File: config.mk
export PLATFORM = sky130hd
export DESIGN_NAME = pc_fetch
export DESIGN_NICKNAME = d
export VERILOG_FILES = /design/src/rtl/pc_fetch_pkg.sv /design/src/rtl/pc_ret_stack.sv /design/src/rtl/pc_fetch.sv
export SDC_FILE = /design/constraint.sdc
export NUM_CORES = 1
export LEC_CHECK = 0
export ABC_AREA = 1
export CORE_MARGIN = 4
export CORE_UTILIZATION = 47
export CTS_CLUSTER_DIAMETER = 40
export DETAILED_ROUTE_END_ITERATION = 16
export PLACE_DENSITY_LB_ADDON = 0.2
export SLEW_MARGIN = 20
export SYNTH_ARGS = -nofsm -noshare
export SYNTH_HDL_FRONTEND = slang
export SYNTH_SLANG_ARGS = --single-unit
File: constraint.sdc
create_clock -name clk -period 1.22 [get_ports clk]
set_input_delay 0.244 -clock clk [delete_from_list [all_inputs] [get_ports clk]]
set_output_delay 0.244 -clock clk [all_outputs]
set_load 0.01 [all_outputs]
File: src/rtl/pc_fetch_pkg.sv
// -----------------------------------------------------------------------------
// pc_fetch_pkg
// Shared definitions for the program-counter fetch block:
//   - fetch_state_e : jump-sequencer FSM state encoding
//   - COND_*        : 3-bit jump condition codes
//   - FLAG_*        : bit positions inside the {V,N,C,Z} flag vector
//   - TARGET_W      : width of the operand-assembled jump target
//   - cond_met()    : evaluates a condition code against the flags
// -----------------------------------------------------------------------------
package pc_fetch_pkg;

  typedef enum logic [1:0] {
    IDLE    = 2'd0,
    WAIT_LO = 2'd1,
    WAIT_HI = 2'd2,
    EVAL    = 2'd3
  } fetch_state_e;

  localparam logic [2:0] COND_ALWAYS = 3'd0;
  localparam logic [2:0] COND_Z      = 3'd1;
  localparam logic [2:0] COND_NZ     = 3'd2;
  localparam logic [2:0] COND_C      = 3'd3;
  localparam logic [2:0] COND_NC     = 3'd4;
  localparam logic [2:0] COND_N      = 3'd5;
  localparam logic [2:0] COND_NN     = 3'd6;
  localparam logic [2:0] COND_V      = 3'd7;

  localparam int FLAG_Z = 0;
  localparam int FLAG_C = 1;
  localparam int FLAG_N = 2;
  localparam int FLAG_V = 3;

  // Target is always assembled from two operand bytes.
  localparam int TARGET_W = 16;

  function automatic logic cond_met(input logic [2:0] cond, input logic [3:0] flags);
    logic met;
    met = 1'b0;
    case (cond)
      COND_ALWAYS: met = 1'b1;
      COND_Z:      met = flags[FLAG_Z];
      COND_NZ:     met = ~flags[FLAG_Z];
      COND_C:      met = flags[FLAG_C];
      COND_NC:     met = ~flags[FLAG_C];
      COND_N:      met = flags[FLAG_N];
      COND_NN:     met = ~flags[FLAG_N];
      COND_V:      met = flags[FLAG_V];
      default:     met = 1'b0;
    endcase
    return met;
  endfunction

endpackage

File: src/rtl/pc_ret_stack.sv
// -----------------------------------------------------------------------------
// pc_ret_stack
// Small LIFO of return addresses used by pc_fetch when CALL_STACK_EN is set.
// Ports:
//   clk, rst   : clock, asynchronous active-high reset (clears the pointer)
//   push       : store push_data on top (ignored when full)
//   pop        : discard top entry (ignored when empty)
//   push_data  : address to push
//   top        : current top-of-stack entry (0 when empty)
//   full/empty : occupancy status
// -----------------------------------------------------------------------------
module pc_ret_stack #(
  parameter int DEPTH = 4,
  parameter int W     = 16
) (
  input  logic         clk,
  input  logic         rst,
  input  logic         push,
  input  logic         pop,
  input  logic [W-1:0] push_data,
  output logic [W-1:0] top,
  output logic         full,
  output logic         empty
);

  localparam int SP_W = $clog2(DEPTH + 1);

  logic [SP_W-1:0] sp_q, sp_d;
  logic [W-1:0]    mem_q [DEPTH];
  logic [DEPTH-1:0] wr_en;

  assign full  = (sp_q == SP_W'(DEPTH));
  assign empty = (sp_q == '0);

  // The pointer names the next free slot, so a push writes entry sp_q.
  for (genvar gi = 0; gi < DEPTH; gi++) begin : g_wr_en
    assign wr_en[gi] = push && !full && (sp_q == SP_W'(gi));
  end

  always_comb begin
    sp_d = sp_q;
    if (push && !full) begin
      sp_d = sp_q + 1'b1;
    end else if (pop && !empty) begin
      sp_d = sp_q - 1'b1;
    end
  end

  always_ff @(posedge clk or posedge rst) begin
    if (rst) begin
      sp_q <= '0;
    end else begin
      sp_q <= sp_d;
    end
  end

  // Entry contents need no reset: they are only visible below the pointer.
  always_ff @(posedge clk) begin
    for (int i = 0; i < DEPTH; i++) begin
      if (wr_en[i]) begin
        mem_q[i] <= push_data;
      end
    end
  end

  always_comb begin
    top = '0;
    for (int i = 0; i < DEPTH; i++) begin
      if (sp_q == SP_W'(i + 1)) begin
        top = mem_q[i];
      end
    end
  end

endmodule

File: src/rtl/pc_fetch.sv
// -----------------------------------------------------------------------------
// pc_fetch
// Program counter with a byte-serial jump sequencer. A jump is started with
// jmp_start, collects a low and a high operand byte from the memory bus,
// evaluates its condition against the ALU flags for one cycle, and loads the
// PC when taken. pcc increments the PC in any state; a load wins over pcc.
// Optional feature macro: CALL_STACK_EN adds a return stack (pc_ret_stack)
// so call-jumps push the return address and ret pops it.
// Ports:
//   clk, rst            : clock, asynchronous active-high reset
//   pcc                 : PC increment enable
//   jmp_start           : start jump (accepted in IDLE only)
//   jmp_cond, call      : condition code and call marker, sampled with jmp_start
//   ret                 : return request (IDLE only, CALL_STACK_EN only)
//   data_in, data_valid : operand byte stream
//   flags               : {V,N,C,Z}
//   pc_addr             : current program address (registered)
//   busy                : sequencer not in IDLE
//   jmp_taken           : one-cycle pulse while PC shows a newly loaded address
//   stk_err             : sticky stack overflow/underflow
// -----------------------------------------------------------------------------
module pc_fetch
  import pc_fetch_pkg::*;
#(
  parameter int ADDR_W      = 16,
  parameter int STACK_DEPTH = 4
) (
  input  logic              clk,
  input  logic              rst,
  input  logic              pcc,
  input  logic              jmp_start,
  input  logic [2:0]        jmp_cond,
  input  logic              call,
  input  logic              ret,
  input  logic [7:0]        data_in,
  input  logic              data_valid,
  input  logic [3:0]        flags,
  output logic [ADDR_W-1:0] pc_addr,
  output logic              busy,
  output logic              jmp_taken,
  output logic              stk_err
);

  fetch_state_e          state_q, state_d;
  logic [2:0]            cond_q, cond_d;
  logic [TARGET_W-1:0]   target_q, target_d;
  logic [ADDR_W-1:0]     pc_q, pc_d;
  logic                  jmp_taken_q, jmp_taken_d;
  logic [ADDR_W-1:0]     target_addr;
  logic                  load;
  logic [ADDR_W-1:0]     load_addr;

  // Fit the 16-bit operand target to the PC width.
  if (ADDR_W <= TARGET_W) begin : g_tgt_trunc
    assign target_addr = target_q[ADDR_W-1:0];
  end else begin : g_tgt_ext
    assign target_addr = {{(ADDR_W - TARGET_W){1'b0}}, target_q};
  end

`ifdef CALL_STACK_EN
  logic              call_q, call_d;
  logic              stk_err_q, stk_err_d;
  logic              stk_push, stk_pop;
  logic              stk_full, stk_empty;
  logic [ADDR_W-1:0] stk_top;

  pc_ret_stack #(
    .DEPTH (STACK_DEPTH),
    .W     (ADDR_W)
  ) u_ret_stack (
    .clk       (clk),
    .rst       (rst),
    .push      (stk_push),
    .pop       (stk_pop),
    .push_data (pc_q),
    .top       (stk_top),
    .full      (stk_full),
    .empty     (stk_empty)
  );
`endif

  always_comb begin
    state_d     = state_q;
    cond_d      = cond_q;
    target_d    = target_q;
    load        = 1'b0;
    load_addr   = target_addr;
`ifdef CALL_STACK_EN
    call_d      = call_q;
    stk_err_d   = stk_err_q;
    stk_push    = 1'b0;
    stk_pop     = 1'b0;
`endif

    case (state_q)
      IDLE: begin
        if (jmp_start) begin
          cond_d  = jmp_cond;
`ifdef CALL_STACK_EN
          call_d  = call;
`endif
          state_d = WAIT_LO;
        end
`ifdef CALL_STACK_EN
        if (ret) begin
          if (stk_empty) begin
            stk_err_d = 1'b1;
          end else begin
            stk_pop   = 1'b1;
            load      = 1'b1;
            load_addr = stk_top;
          end
        end
`endif
      end
      WAIT_LO: begin
        if (data_valid) begin
          target_d[7:0] = data_in;
          state_d       = WAIT_HI;
        end
      end
      WAIT_HI: begin
        if (data_valid) begin
          target_d[15:8] = data_in;
          state_d        = EVAL;
        end
      end
      EVAL: begin
        state_d = IDLE;
        if (cond_met(cond_q, flags)) begin
          load      = 1'b1;
          load_addr = target_addr;
`ifdef CALL_STACK_EN
          // pc_q is the address after the operands, i.e. the return point.
          if (call_q) begin
            if (stk_full) begin
              stk_err_d = 1'b1;
            end else begin
              stk_push = 1'b1;
            end
          end
`endif
        end
      end
      default: state_d = IDLE;
    endcase

    if (load) begin
      pc_d = load_addr;
    end else if (pcc) begin
      pc_d = pc_q + 1'b1;
    end else begin
      pc_d = pc_q;
    end
    jmp_taken_d = load;
  end

  always_ff @(posedge clk or posedge rst) begin
    if (rst) begin
      state_q     <= IDLE;
      cond_q      <= '0;
      target_q    <= '0;
      pc_q        <= '0;
      jmp_taken_q <= 1'b0;
`ifdef CALL_STACK_EN
      call_q      <= 1'b0;
      stk_err_q   <= 1'b0;
`endif
    end else begin
      state_q     <= state_d;
      cond_q      <= cond_d;
      target_q    <= target_d;
      pc_q        <= pc_d;
      jmp_taken_q <= jmp_taken_d;
`ifdef CALL_STACK_EN
      call_q      <= call_d;
      stk_err_q   <= stk_err_d;
`endif
    end
  end

  assign pc_addr   = pc_q;
  assign busy      = (state_q != IDLE);
  assign jmp_taken = jmp_taken_q;

`ifdef CALL_STACK_EN
  assign stk_err = stk_err_q;
`else
  // No stack in this build: call/ret have no effect.
  logic [31:0] unused_cfg;
  assign unused_cfg = 32'(STACK_DEPTH) ^ {30'd0, call, ret};
  assign stk_err    = 1'b0;
`endif

endmodule

==> flow_summary.ini <==
[status]
run_status = complete, but fails checks
violations = setup timing

[timing]
setup_viol_count_final = 24
final_max_slew_viol_count = 0
finalSetupTns_ns = -3.388
rsz0062_at_grt = yes
worst_slack_ns = -0.2342
fin_skew_ns = 0.01058
min_period_ns = 1.454
hold_viol_final = 0
timing.final.crit_share_pct = 119.2
fmax_mhz = 687.7

[logic_synthesis]
synth_seq_cells = 38
synth_nets = 309
yosysMostFrequentCell = nand2_1
yosys-top-cells-area = dfrtp_1, nand3_1, nand2_1, nand4_1, inv_1
ys_warn_count = 0
synth_top_area_share_pct = 43.53
synth_area_leader_cell = dfrtp_1
synth_flop_cell = dfrtp_1
syn_inst = 281
synth-async-reset-ratio_pct = 100.0
synthTopCellsByCount = nand2_1, nand3_1, dfrtp_1
ys_seq_area_share_pct = 43.53
synth_edf_count = 0
synth_area_per_cell_sq_um = 7.774
synth_area_sq_mm = 0.002185
yosysUniqueCellTypes = 29

[setup_path]
crit_path_start_kind = flop
required_ns = 1.40
cp_max_fo = 8
r2r_cells = 9
end_kind = flop
crit_type = flop to flop
cp.arrival_ns = 1.64

[floorplan]
initial_core_util_pct = 49.49
die-area_sq_mm = 0.005803
row_count = 24
core_area_sq_mm = 0.004414
ios = 41
die_h_um = 76.18
die_x_um = 76.18

[pwr]
p_per_area_mw_per_mm2 = 2419
ir_worst_vdd_uv = 1864
cellLeakagePower_nw = 1.809

[cts]
cts_buffers = 5
cts_hold_buffers = 0
htreeDepth = 2
clockBufferDepth = 2
cts_root_buf = clkbuf_8
clock_latency_ns = 0.31
tritoncts = built
cts.sinks = 38
path_clk_slew_ns = 0.08

[layout]
n_antenna_cell = 0
drive_above_1_share_pct = 48.00
nFillCells = 233
fin_nets = 402
area_growth_pct = 71.08
final_util_pct = 84.67

[drt]
drc = 0
detail_route.iter0.violations = 271
ant_nets = 0
wl_um = 7856
post_drt_wl_per_cell_um = 18.40
vias = 2491
dr.pass1.iters = 5
viasPerCell = 5.834

[grt]
grt.overflow.total = 0
grt_max_degree = 39
grt_antenna_before_repair = 0
grt_pass1_vias = 2183
grt_pass1_wl_um = 10210
grt.total_usage_pct = 21.64

[placed_design]
hpwl_um = 4034
preCtsSetupSlack_ns = -0.3456
io_buffers = 37
place_congestion = 0.8513

[min_path]
min_path_type = input pin to async pin

[job]
maxCapViolations = 0
## worst paths after layout
| check | startpoint | endpoint | slack [ns] |
|---|---|---|---|
| max | cond_q[1] | pc_addr[11] | -0.23 |
| min | rst | cond_q[1] | 0.33 |
| max reg2reg | cond_q[1] | pc_addr[11] | -0.23 |
| min reg2reg | target_addr[9] | target_addr[9] | 0.51 |
| max in group asynchronous | rst | cond_q[2] | 0.67 |
| min in group clk | target_addr[9] | target_addr[9] | 0.51 |
## area by class of cell
class	count	area, sq um	area share [%]
Multi-Input combinational cell	202	1546	41.38
Clock inverter	3	40.04	1.071
Inverter	30	112.6	3.013
Tap cell	52	65.06	1.741
Timing Repair Buffer	97	949.7	25.41
Sequential cell	38	954.7	25.54
Clock buffer	5	68.82	1.841
## power breakdown
part | internal [mW] | leakage (nW) | switching, mW | total, mW
Sequential | 1.82 | 0.473 | 0.545 | 2.36
Clock | 0.602 | 0.0579 | 0.491 | 1.09
Combinational | 2.74 | 1.28 | 2.85 | 5.59
## metal layers
| metal | track usage, % | part of all wire [%] | up-vias | routed length (um) |
|---|---|---|---|---|
| li1 | - | - | 1131 | - |
| met1 | 26.19 | 39 | 1197 | 3066 |
| met2 | 37.33 | 51 | 131 | 4004 |
| met3 | 4.137 | 6.0 | 32 | 475 |
| met4 | 9.091 | 3.9 | 0 | 309 |
| met5 | 0 | 0 | - | 0 |
## worst max-delay path, stage by stage (launching register included)
cell,delay (ns)
dfrtp_1,0.42
inv_2,0.11
nand2_2,0.06
nand3_2,0.07
nand2_2,0.06
nand2_4,0.07
nand3_4,0.17
buf_6,0.20
nand3_2,0.09
nand3_2,0.08
## cells in the final DEF (no fill, tap or decap), types with 2 or more instances in the layout
| master | n |
|---|---|
| clkdlybuf4s50_1 | 19 |
| nor2_4 | 5 |
| nand3_2 | 33 |
| nand3_4 | 3 |
| nand2_4 | 19 |
| a21oi_1 | 6 |
| o21ai_2 | 12 |
| clkdlybuf4s15_1 | 8 |
| nand2_2 | 12 |
| dfrtp_1 | 35 |
| xor2_1 | 5 |
| nor2_1 | 12 |
| o21ai_1 | 6 |
| clkbuf_8 | 5 |
| buf_12 | 5 |
| xnor2_1 | 2 |
| nand2_1 | 38 |
| nor2_2 | 2 |
| clkbuf_2 | 4 |
| clkbuf_16 | 4 |
| inv_2 | 5 |
| inv_1 | 24 |
| buf_2 | 3 |
| nand4_1 | 19 |
| ha_4 | 4 |
| buf_4 | 43 |
| nand3_1 | 16 |
| buf_6 | 10 |
| dfrtp_2 | 3 |
| clkinv_2 | 2 |
## repair_timing
item / 4_1_cts / 5_1_grt
pin swaps: 11 / 23
gates cloned: 1 / 5
gates resized for setup: 69 / 120
setup endpoints to repair: 45 / 49
setup buffers: 10 / 7
## kinds of logic after synthesis
kind of cell / synth area share [%]
AO/OA/AOI/OAI: 6.186
XOR/XNOR: 2.806
adder cells (fa/ha/maj): 3.436
buffers and inverters: 8.362
flip-flops: 43.53
multiplexers: 0.5154
other: 0.1717
AND/OR/NAND/NOR: 34.99
## metrics by stage
step	total power [mW]	instance area, sq um	hold WS (ns)	cells
global placement	5.744	2925	0.4663	397
floorplan	4.207	2213	0.3945	281
CTS	7.328	3216	0.3059	416
detailed placement	5.852	2925	0.4760	397
global route	9.581	3737	0.3740	427
finish	9.042	3737	0.3318	427
## sequential cells by signal, indices dropped and copies added (netlist names)
signal	cells
jmp_taken	1
cond_q	3
state_q	2
pc_addr	16
target_addr	16
(Power assumes the default switching activity.)
